<file path="config.mk">
export PLATFORM = sky130hd
export DESIGN_NAME = waveform_sequencer
export DESIGN_NICKNAME = d
export VERILOG_FILES = /design/src/rtl/awg_seq_pkg.sv /design/src/rtl/waveform_sequencer_seq_table.sv /design/src/rtl/waveform_sequencer.sv
export SDC_FILE = /design/constraint.sdc
export NUM_CORES = 2
export LEC_CHECK = 0
export CORE_ASPECT_RATIO = 1.2
export CORE_MARGIN = 8
export CORE_UTILIZATION = 35
export CTS_CLUSTER_DIAMETER = 50
export DETAILED_ROUTE_END_ITERATION = 16
export GPL_TIMING_DRIVEN = 0
export PLACE_DENSITY_LB_ADDON = 0.25
export REMOVE_ABC_BUFFERS = 1
export SETUP_SLACK_MARGIN = 0.5
export SYNTH_ARGS = -nofsm -noshare
export SYNTH_HDL_FRONTEND = slang
export SYNTH_SLANG_ARGS = --single-unit
</file>
<file path="constraint.sdc">
create_clock -name clk -period 10.8 [get_ports clk]
set_input_delay 1.62 -clock clk [delete_from_list [all_inputs] [get_ports clk]]
set_output_delay 1.62 -clock clk [all_outputs]
set_load 0.02 [all_outputs]
</file>
<file path="src/rtl/awg_seq_pkg.sv">
// Shared types and constants for the waveform segment sequencer.
package awg_seq_pkg;

  localparam int unsigned PHASE_W_DEF = 32;
  localparam int unsigned DUR_W_DEF   = 24;
  localparam int unsigned WAVE_W      = 3;

  typedef enum logic [1:0] {
    IDLE  = 2'd0,
    RUN   = 2'd1,
    PAUSE = 2'd2
  } state_t;

  typedef enum logic [WAVE_W-1:0] {
    SAW    = 3'd0,
    RAMP   = 3'd1,
    SQUARE = 3'd2,
    TRI    = 3'd3,
    SIN    = 3'd4,
    NOISE  = 3'd5
  } wave_t;

  // One program step: waveform, starting increment, per-cycle sweep, length.
  typedef struct packed {
    logic [WAVE_W-1:0]      wave;
    logic [PHASE_W_DEF-1:0] adder;
    logic [PHASE_W_DEF-1:0] step;
    logic [DUR_W_DEF-1:0]   dur;
  } seg_t;

endpackage

</file>
<file path="src/rtl/waveform_sequencer_seq_table.sv">
// Segment register file: synchronous write, asynchronous read.
module seq_table
  import awg_seq_pkg::*;
#(
  parameter int unsigned DEPTH  = 8,
  parameter int unsigned ADDR_W = 3
) (
  input  logic              clk,
  input  logic              rst_n,
  input  logic              we,
  input  logic [ADDR_W-1:0] wr_addr,
  input  seg_t              wr_data,
  input  logic [ADDR_W-1:0] rd_addr,
  output seg_t              rd_data
);

  seg_t mem [DEPTH];

  // Table storage; cleared by reset, written from the config port.
  always_ff @(posedge clk) begin
    if (!rst_n) begin
      for (int i = 0; i < int'(DEPTH); i++) begin
        mem[i] <= '0;
      end
    end else if (we) begin
      mem[wr_addr] <= wr_data;
    end
  end

  assign rd_data = mem[rd_addr];

endmodule

</file>
<file path="src/rtl/waveform_sequencer.sv">
// Plays a table of waveform segments into the phase-accumulator generator.
module waveform_sequencer
  import awg_seq_pkg::*;
#(
  parameter int unsigned DEPTH   = 8,
  parameter int unsigned ADDR_W  = 3,
  parameter int unsigned DUR_W   = DUR_W_DEF,
  parameter int unsigned PHASE_W = PHASE_W_DEF
) (
  input  logic               clk,
  input  logic               rst_n,
  input  logic               cfg_we,
  input  logic [ADDR_W-1:0]  cfg_addr,
  input  logic [2:0]         cfg_wave,
  input  logic [PHASE_W-1:0] cfg_adder,
  input  logic [PHASE_W-1:0] cfg_step,
  input  logic [DUR_W-1:0]   cfg_dur,
  input  logic [ADDR_W-1:0]  last_index,
  input  logic [7:0]         loop_count,
  input  logic               start,
  input  logic               stop,
  input  logic               pause,
  output logic [2:0]         signal_number,
  output logic [PHASE_W-1:0] adder,
  output logic [ADDR_W-1:0]  seg_index,
  output logic               busy,
  output logic               done
);

  state_t             state;
  seg_t               wr_data;
  seg_t               nxt;
  logic [ADDR_W-1:0]  next_idx;
  logic [ADDR_W-1:0]  last_q;
  logic [7:0]         loop_q;
  logic [7:0]         pass_cnt;
  logic [DUR_W-1:0]   dur_cnt;
  logic [DUR_W-1:0]   dur_last;
  logic [DUR_W-1:0]   nxt_dur_last;
  logic [PHASE_W-1:0] acc;
  logic [PHASE_W-1:0] step_q;
  logic [PHASE_W-1:0] acc_next;
  logic               seg_end;
  logic               prog_end;

  assign wr_data = '{wave: cfg_wave, adder: cfg_adder, step: cfg_step, dur: cfg_dur};

  seq_table #(
    .DEPTH  (DEPTH),
    .ADDR_W (ADDR_W)
  ) u_table (
    .clk     (clk),
    .rst_n   (rst_n),
    .we      (cfg_we),
    .wr_addr (cfg_addr),
    .wr_data (wr_data),
    .rd_addr (next_idx),
    .rd_data (nxt)
  );

  // Next entry to load, end-of-segment and end-of-program decode.
  always_comb begin
    next_idx     = '0;
    if (state != IDLE && seg_index != last_q) begin
      next_idx = ADDR_W'(seg_index + ADDR_W'(1));
    end
    nxt_dur_last = (nxt.dur == '0) ? '0 : DUR_W'(nxt.dur - DUR_W'(1));
    seg_end      = (dur_cnt == dur_last);
    prog_end     = (seg_index == last_q) && (loop_q != 8'd0) &&
                   ((9'({1'b0, pass_cnt}) + 9'd1) >= 9'({1'b0, loop_q}));
    acc_next     = PHASE_W'(acc + step_q);
  end

  // Sequencer state machine with registered generator outputs.
  always_ff @(posedge clk) begin
    if (!rst_n) begin
      state         <= IDLE;
      signal_number <= '0;
      adder         <= '0;
      seg_index     <= '0;
      busy          <= 1'b0;
      done          <= 1'b0;
      acc           <= '0;
      step_q        <= '0;
      dur_cnt       <= '0;
      dur_last      <= '0;
      pass_cnt      <= '0;
      last_q        <= '0;
      loop_q        <= '0;
    end else begin
      done <= 1'b0;
      unique case (state)
        IDLE: begin
          if (start && !stop) begin
            state         <= RUN;
            busy          <= 1'b1;
            last_q        <= last_index;
            loop_q        <= loop_count;
            pass_cnt      <= '0;
            seg_index     <= next_idx;
            signal_number <= nxt.wave;
            acc           <= nxt.adder;
            adder         <= nxt.adder;
            step_q        <= nxt.step;
            dur_cnt       <= '0;
            dur_last      <= nxt_dur_last;
          end
        end
        RUN: begin
          if (stop || (seg_end && prog_end)) begin
            state         <= IDLE;
            busy          <= 1'b0;
            adder         <= '0;
            signal_number <= '0;
            seg_index     <= '0;
            done          <= !stop;
          end else begin
            if (pause) begin
              state <= PAUSE;
            end
            if (seg_end) begin
              if (seg_index == last_q) begin
                pass_cnt <= 8'(pass_cnt + 8'd1);
              end
              seg_index     <= next_idx;
              signal_number <= nxt.wave;
              acc           <= nxt.adder;
              step_q        <= nxt.step;
              dur_cnt       <= '0;
              dur_last      <= nxt_dur_last;
              adder         <= pause ? '0 : nxt.adder;
            end else begin
              dur_cnt <= DUR_W'(dur_cnt + DUR_W'(1));
              acc     <= acc_next;
              adder   <= pause ? '0 : acc_next;
            end
          end
        end
        PAUSE: begin
          if (stop) begin
            state         <= IDLE;
            busy          <= 1'b0;
            adder         <= '0;
            signal_number <= '0;
            seg_index     <= '0;
          end else if (!pause) begin
            state <= RUN;
            adder <= acc;
          end
        end
        default: state <= IDLE;
      endcase
    end
  end

endmodule
</file>
## Word-level counts from Yosys, hierarchy flattened

Memories as Yosys holds them, arrays and structs flattened.
Cells that the tools add are included.

- Bits in registers: 173
- Bits in latches: 0
- Bits in writable memories: 728
- ROM bits: 0
- Bits of input ports: 111
- Output and inout bits: 40
- Logic and storage cells: 114
- Memories: 1

Memory list:

| memory | depth | width | read ports | clocked after Yosys merged registers in | write ports | line | source |
|---|---|---|---|---|---|---|---|
| u_table.mem | 8 | 91 | 1 | 0 | 8 | waveform_sequencer_seq_table.sv:17 | `seg_t mem [DEPTH];` |

- Add/sub/neg operators: 6
- Multipliers: 0
- Divide/modulo/power cells: 0
- Magnitude comparators: 1
- Equality and inequality tests: 14
- Shift operators: 0
- Mux-type cells: 56
- Bitwise logic cells: 0
- Reductions and logical operators: 23

Operator list:

| cell | number |
|---|---|
| $mux W32 | 12 |
| $mux W24 | 7 |
| $pmux W32 S2 | 2 |
| $pmux W24 S2 | 2 |
| $pmux W32 S3 | 1 |
| $mux W91 | 1 |
| $reduce_or A91 Y1 | 1 |
| $add A32 B32 Y32 | 1 |
| $mux W8 | 4 |
| $mux W3 | 9 |
| $add A24 B1 Y24 const B | 1 |
| $eq A24 B24 Y1 | 1 |
| $logic_not A24 Y1 | 1 |
| $sub A24 B1 Y24 const B | 1 |
| $pmux W3 S3 | 2 |
| $pmux W8 S2 | 1 |
| $ne A2 B2 Y1 const B | 6 |
| $reduce_and A3 Y1 | 4 |
| $reduce_and A4 Y1 | 3 |
| $mux W2 | 5 |
| $add A8 B1 Y9 const B | 1 |
| $ge A9 B8 Y1 | 1 |
| $ne A3 B3 Y1 const B | 3 |
| $add A8 B1 Y8 const B | 1 |
| 17 further kinds | 29 |

## Logic depth before layout (Yosys ltp)

An unclocked memory read counts as a cell.

- Depth after elaboration: 9
- Mapped depth: 18

## Hierarchy

From an unflattened synthesis, not the netlist that was laid out.

- Cells, all modules: 3367
- Area total of the unflattened synthesis: 43685.6 um^2

By module, submodules not included:

| module | times used | cells an instance | area an instance (um^2) | sequential area each (um^2) |
|---|---|---|---|---|
| seq_table | 1 | 2047 | 32932.8 | 21861.0 |
| waveform_sequencer | 1 | 1320 | 10752.8 | 3463.3 |

## Worst setup path before layout

No wires, ideal clock.

- Path type: input port to flip-flop
- Start point: input port rst_n
- End point: memory u_table.mem[3][0] (netlist name) (enable)
- Setup time: 0.666 ns
- Arrival time: 8.504 ns
- Data required time: 10.134 ns
- Setup slack: 1.630 ns
- Stages: 3
- Buffers on the path: 1
- Path through: clkbuf_1 -> nand3_1 -> o21ai_0

RTL lines:

| item | line | source |
|---|---|---|
| from (decl) | waveform_sequencer.sv:11 | `input logic rst_n,` |
| to (decl) | waveform_sequencer_seq_table.sv:17 |  |

## Worst setup path in the final report

- Start point: register seg_index[0]
- End point: register dur_last[4]

- Word-level cells in the longest chain between the ends: 9
- Elaborated cells between the ends (all ways): 19
- Classes of those cells: 2 x add/sub; 3 x eq/ne; 6 x mux; 7 x reduce/logical; 1 x memory

Ends and longest elaborated chain:

| item | line | source |
|---|---|---|
| from (decl) | waveform_sequencer.sv:25 | `output logic [ADDR_W-1:0] seg_index,` |
| from (signal assigned) | waveform_sequencer.sv:100 | `seg_index <= next_idx;` |
| from (signal assigned) | waveform_sequencer.sv:125 | `seg_index <= next_idx;` |
| parallel branches: the longest is 9 deep, another holds $mem_v2 Z8 W91 | n/a |  |
| to (signal assigned) | waveform_sequencer.sv:106 | `dur_last <= nxt_dur_last;` |
| to (signal assigned) | waveform_sequencer.sv:130 | `dur_last <= nxt_dur_last;` |
| to (decl) | waveform_sequencer.sv:38 | `logic [DUR_W-1:0] dur_last;` |

Several ways; the timed one is not identified. The select of a mux whose other input is x is not followed.
A chain may end at the register's enable or synchronous reset.

==> run metrics <==
status=complete, no violations; Period minus WS final=5080 ps; Worst setup EP type=register; CP startpoint kind=register; first-pass GRT wire length=roughly 200 mm; power per cell area=~170 nW/um^2; Worst Path Arrival=between 5000 and 6000 ps; Area growth, synth to finish=19.7%; vias in the first global route=just over 30,000; RSZ-0062 raised after global routing=false; CP delay by family, top=simple AND/OR/NAND/NOR gates; vias per cell=around 5.4; simple-gate share of the synthesized area=20.6%; total global routing overflow=0; adder-cell share of the synthesized area=about 1.4%; clock sink count=901; post-synthesis cell area=43,100 um^2; final std cells w/o fill=about 5,700; proportion of layout cells with a drive suffix above 1=10.0%; max-cap violations=0; CTS tree=built; worst-path cell with the longest stage delay=dfxtp_4; GRT Util Overall=between 10% and 20%; Relative slew margins=between 10% and 20%; Longest Clk Path Bufs=3; DIE WIDTH=about 340 um; worst-path cell chain=ha_2, xor2_4, buf_16, buf_16, buf_16, buf_16, mux4_2, a2bb2oi_1, nor4_2, nand3_1, nor4_1, or2_1, o21ai_0; critical path required time=approximately 11,000 ps; syn_area_per_cell=~11 um^2; Die Ht=401 um; post-synthesis async set-or-reset flop share=0%; detailed-route wire length per cell=~23 um; Synth Instances=~4,000; Fmax achieved=0.197 GHz; DRC Markers=0; Final Cycle Share=between 40 and 50%; sequential element share of the synthesized area=58.7%; Routed Antenna Nets=0; Most used DFF post-synth=edfxtp_1; endpoints failing hold=0; dpl cells=~5,500; cell repeated most along the worst path=buf_16; CORE AREA=between 100,000 and 150,000 um^2; multiplexer area fraction after synthesis=just over 2%; Worst Path Max Fanout=54; type of the worst min-delay path=register to register; Crit Path Category=register to register; setup_tns=0 ps; WL final=134 mm; Least-Margin Pin Slew=approximately 1200 ps; Synth Area in Compound Gates=around an eighth; drt pass-1 iters=5; latest clock arrival within the worst-skew pair=~700 ps; Die ar.=~130,000 um^2; post_cts resized=0; initial antenna violation count=18; synth unique cells=84; Setup Skew=between 20 and 30 ps; design area=between 50,000 and 60,000 um^2; CTS H-tree depth=3; Layout Nets=~4,200; Post-synth EDFFs=approximately 730; 1st-iter DRT viols=about 2,500; top library cells by usage in the layout, fill and taps aside=and2_1 (734), edfxtp_1 (728), nand2_1 (417); DR vias=between 30,000 and 40,000; end-of-flow core utilization=a little over two fifths; largest family of logic cells by synthesized area=simple AND/OR/NAND/NOR gates; clock slew at reported path FFs=70 ps; peak supply drop=approximately 110 uV; post-synthesis xor/xnor area fraction=slightly above 2%; Buffers on Ports=150; CTS buffer count=97; largest net degree at the start of global routing=~90; slowest cell delay on critical path=around 790 ps; commonest non-fill, non-tap cell in the layout=and2_1; critical path buffer and inverter count=4; placed cell area=around 48,000 um^2; # setup viols final=0; Post-CTS Setup Inserts=0; Post-DP HPWL=89.4 mm; flops & latches, synth=about 900; static leakage=18.3 nW; synth warn=0; Initial Util=35.1%; RePlAce Congestion=0.842; max-slew violations=0; Site Rows=roughly 140; CTS root buf=clkbuf_16; hold bufs inserted after CTS=0; I/O pins=about 150
[final timing paths]
kind,startpoint,end,slack (ps),cells past startpoint
hold reg to reg,signal_number[1]$_SDFFE_PN0P_,signal_number[1]$_SDFFE_PN0P_,450,2
setup reg to reg,seg_index[0]$_SDFFE_PN0P_,dur_last[4]$_SDFFE_PN0P_,5720,13
hold / removal,signal_number[1]$_SDFFE_PN0P_,signal_number[1]$_SDFFE_PN0P_,450,2
setup / recovery,seg_index[0]$_SDFFE_PN0P_,dur_last[4]$_SDFFE_PN0P_,5720,13
[report_power, final]
group / internal [W] / leakage, nW / switching [W]
sequential: 0.00399 / 8.39 / 0.000120
clock: 0.00198 / 1.61 / 0.00144
combinational: 0.000398 / 8.33 / 0.000694
[cell families after synthesis]
| family | Yosys count |
|---|---|
| AND/OR/NAND/NOR | 1673 |
| flip-flops | 901 |
| AO/OA/AOI/OAI | 794 |
| buffers and inverters | 317 |
| XOR/XNOR | 96 |
| multiplexers | 58 |
| adder cells (fa/ha/maj) | 49 |
[cells in the mapped netlist (22+ instances only)]
cell type / instances / share of area [%]
mux2i_1: 30 / 0.70
buf_2: 44 / 0.51
mux4_2: 24 / 1.3
a2bb2oi_1: 23 / 0.47
nor3_1: 38 / 0.44
or3_1: 53 / 0.77
nand3_1: 178 / 2.1
a21o_1: 30 / 0.52
edfxtp_1: 728 / 51
a211oi_1: 26 / 0.45
o21ai_0: 163 / 1.9
o21ai_1: 24 / 0.28
o221ai_1: 72 / 1.5
a21oi_1: 176 / 2.0
xnor2_1: 48 / 0.97
inv_1: 32 / 0.28
clkbuf_1: 193 / 1.7
buf_1: 30 / 0.26
nor2_1: 146 / 1.3
a31o_2: 22 / 0.45
and2_1: 735 / 11
ha_1: 48 / 1.4
xor2_1: 44 / 0.89
nand2_1: 418 / 3.6
o211ai_1: 66 / 1.1
dfxtp_1: 173 / 8.0
a31oi_1: 85 / 1.2
[stage by stage]
stage | setup WS (ps) | hold WS [ps] | total power, W
final | 5720 | 449 | 0.00862
after global routing | 5270 | 468 | 0.00892
after CTS | 5650 | 455 | 0.00868
after detailed placement | 5560 | 449 | 0.00527
after global placement | -49970 | 441 | 0.00525
after floorplan | -12050 | 429 | 0.00474
[routing by layer]
metal,wire (um),global-route usage (%),up-vias
met4,2260,4.62,8
met2,63600,31.5,899
met5,42,0,-
met3,8990,3.83,151
li1,-,-,14400
met1,59300,26.5,15600
[worst reg2reg max path: cells and delay by family, from the launching register on]
| family | cells | cell delay [ps] |
|---|---|---|
| simple gates | 4 | 1470 |
| buf+inv | 4 | 800 |
| flops | 1 | 790 |
| xor+xnor | 1 | 670 |
| fa+ha+maj | 1 | 440 |
| compound gates | 2 | 430 |
| mux | 1 | 320 |
[registers in the layout, indices dropped and copies added (netlist names)]
register / count
acc: 32
pass_cnt: 8
u_table.mem: 728
busy: 1
done: 1
dur_last: 24
last_q: 3
adder: 32
state: 2
step_q: 32
loop_q: 8
signal_number: 3
seg_index: 3
dur_cnt: 24
[final cells by class]
cell class              count  area [um^2]
clock inverters            71          709
clock buffers             111         2560
repair buffers            291         4060
flip-flops and latches    901        25300
well taps                1644         2060
diodes                     10         25.0
fillers                 11600        71200
multi-input cells        2670        16800
inverters                  34          135
Note: power is estimated with default switching activity, not from simulation.
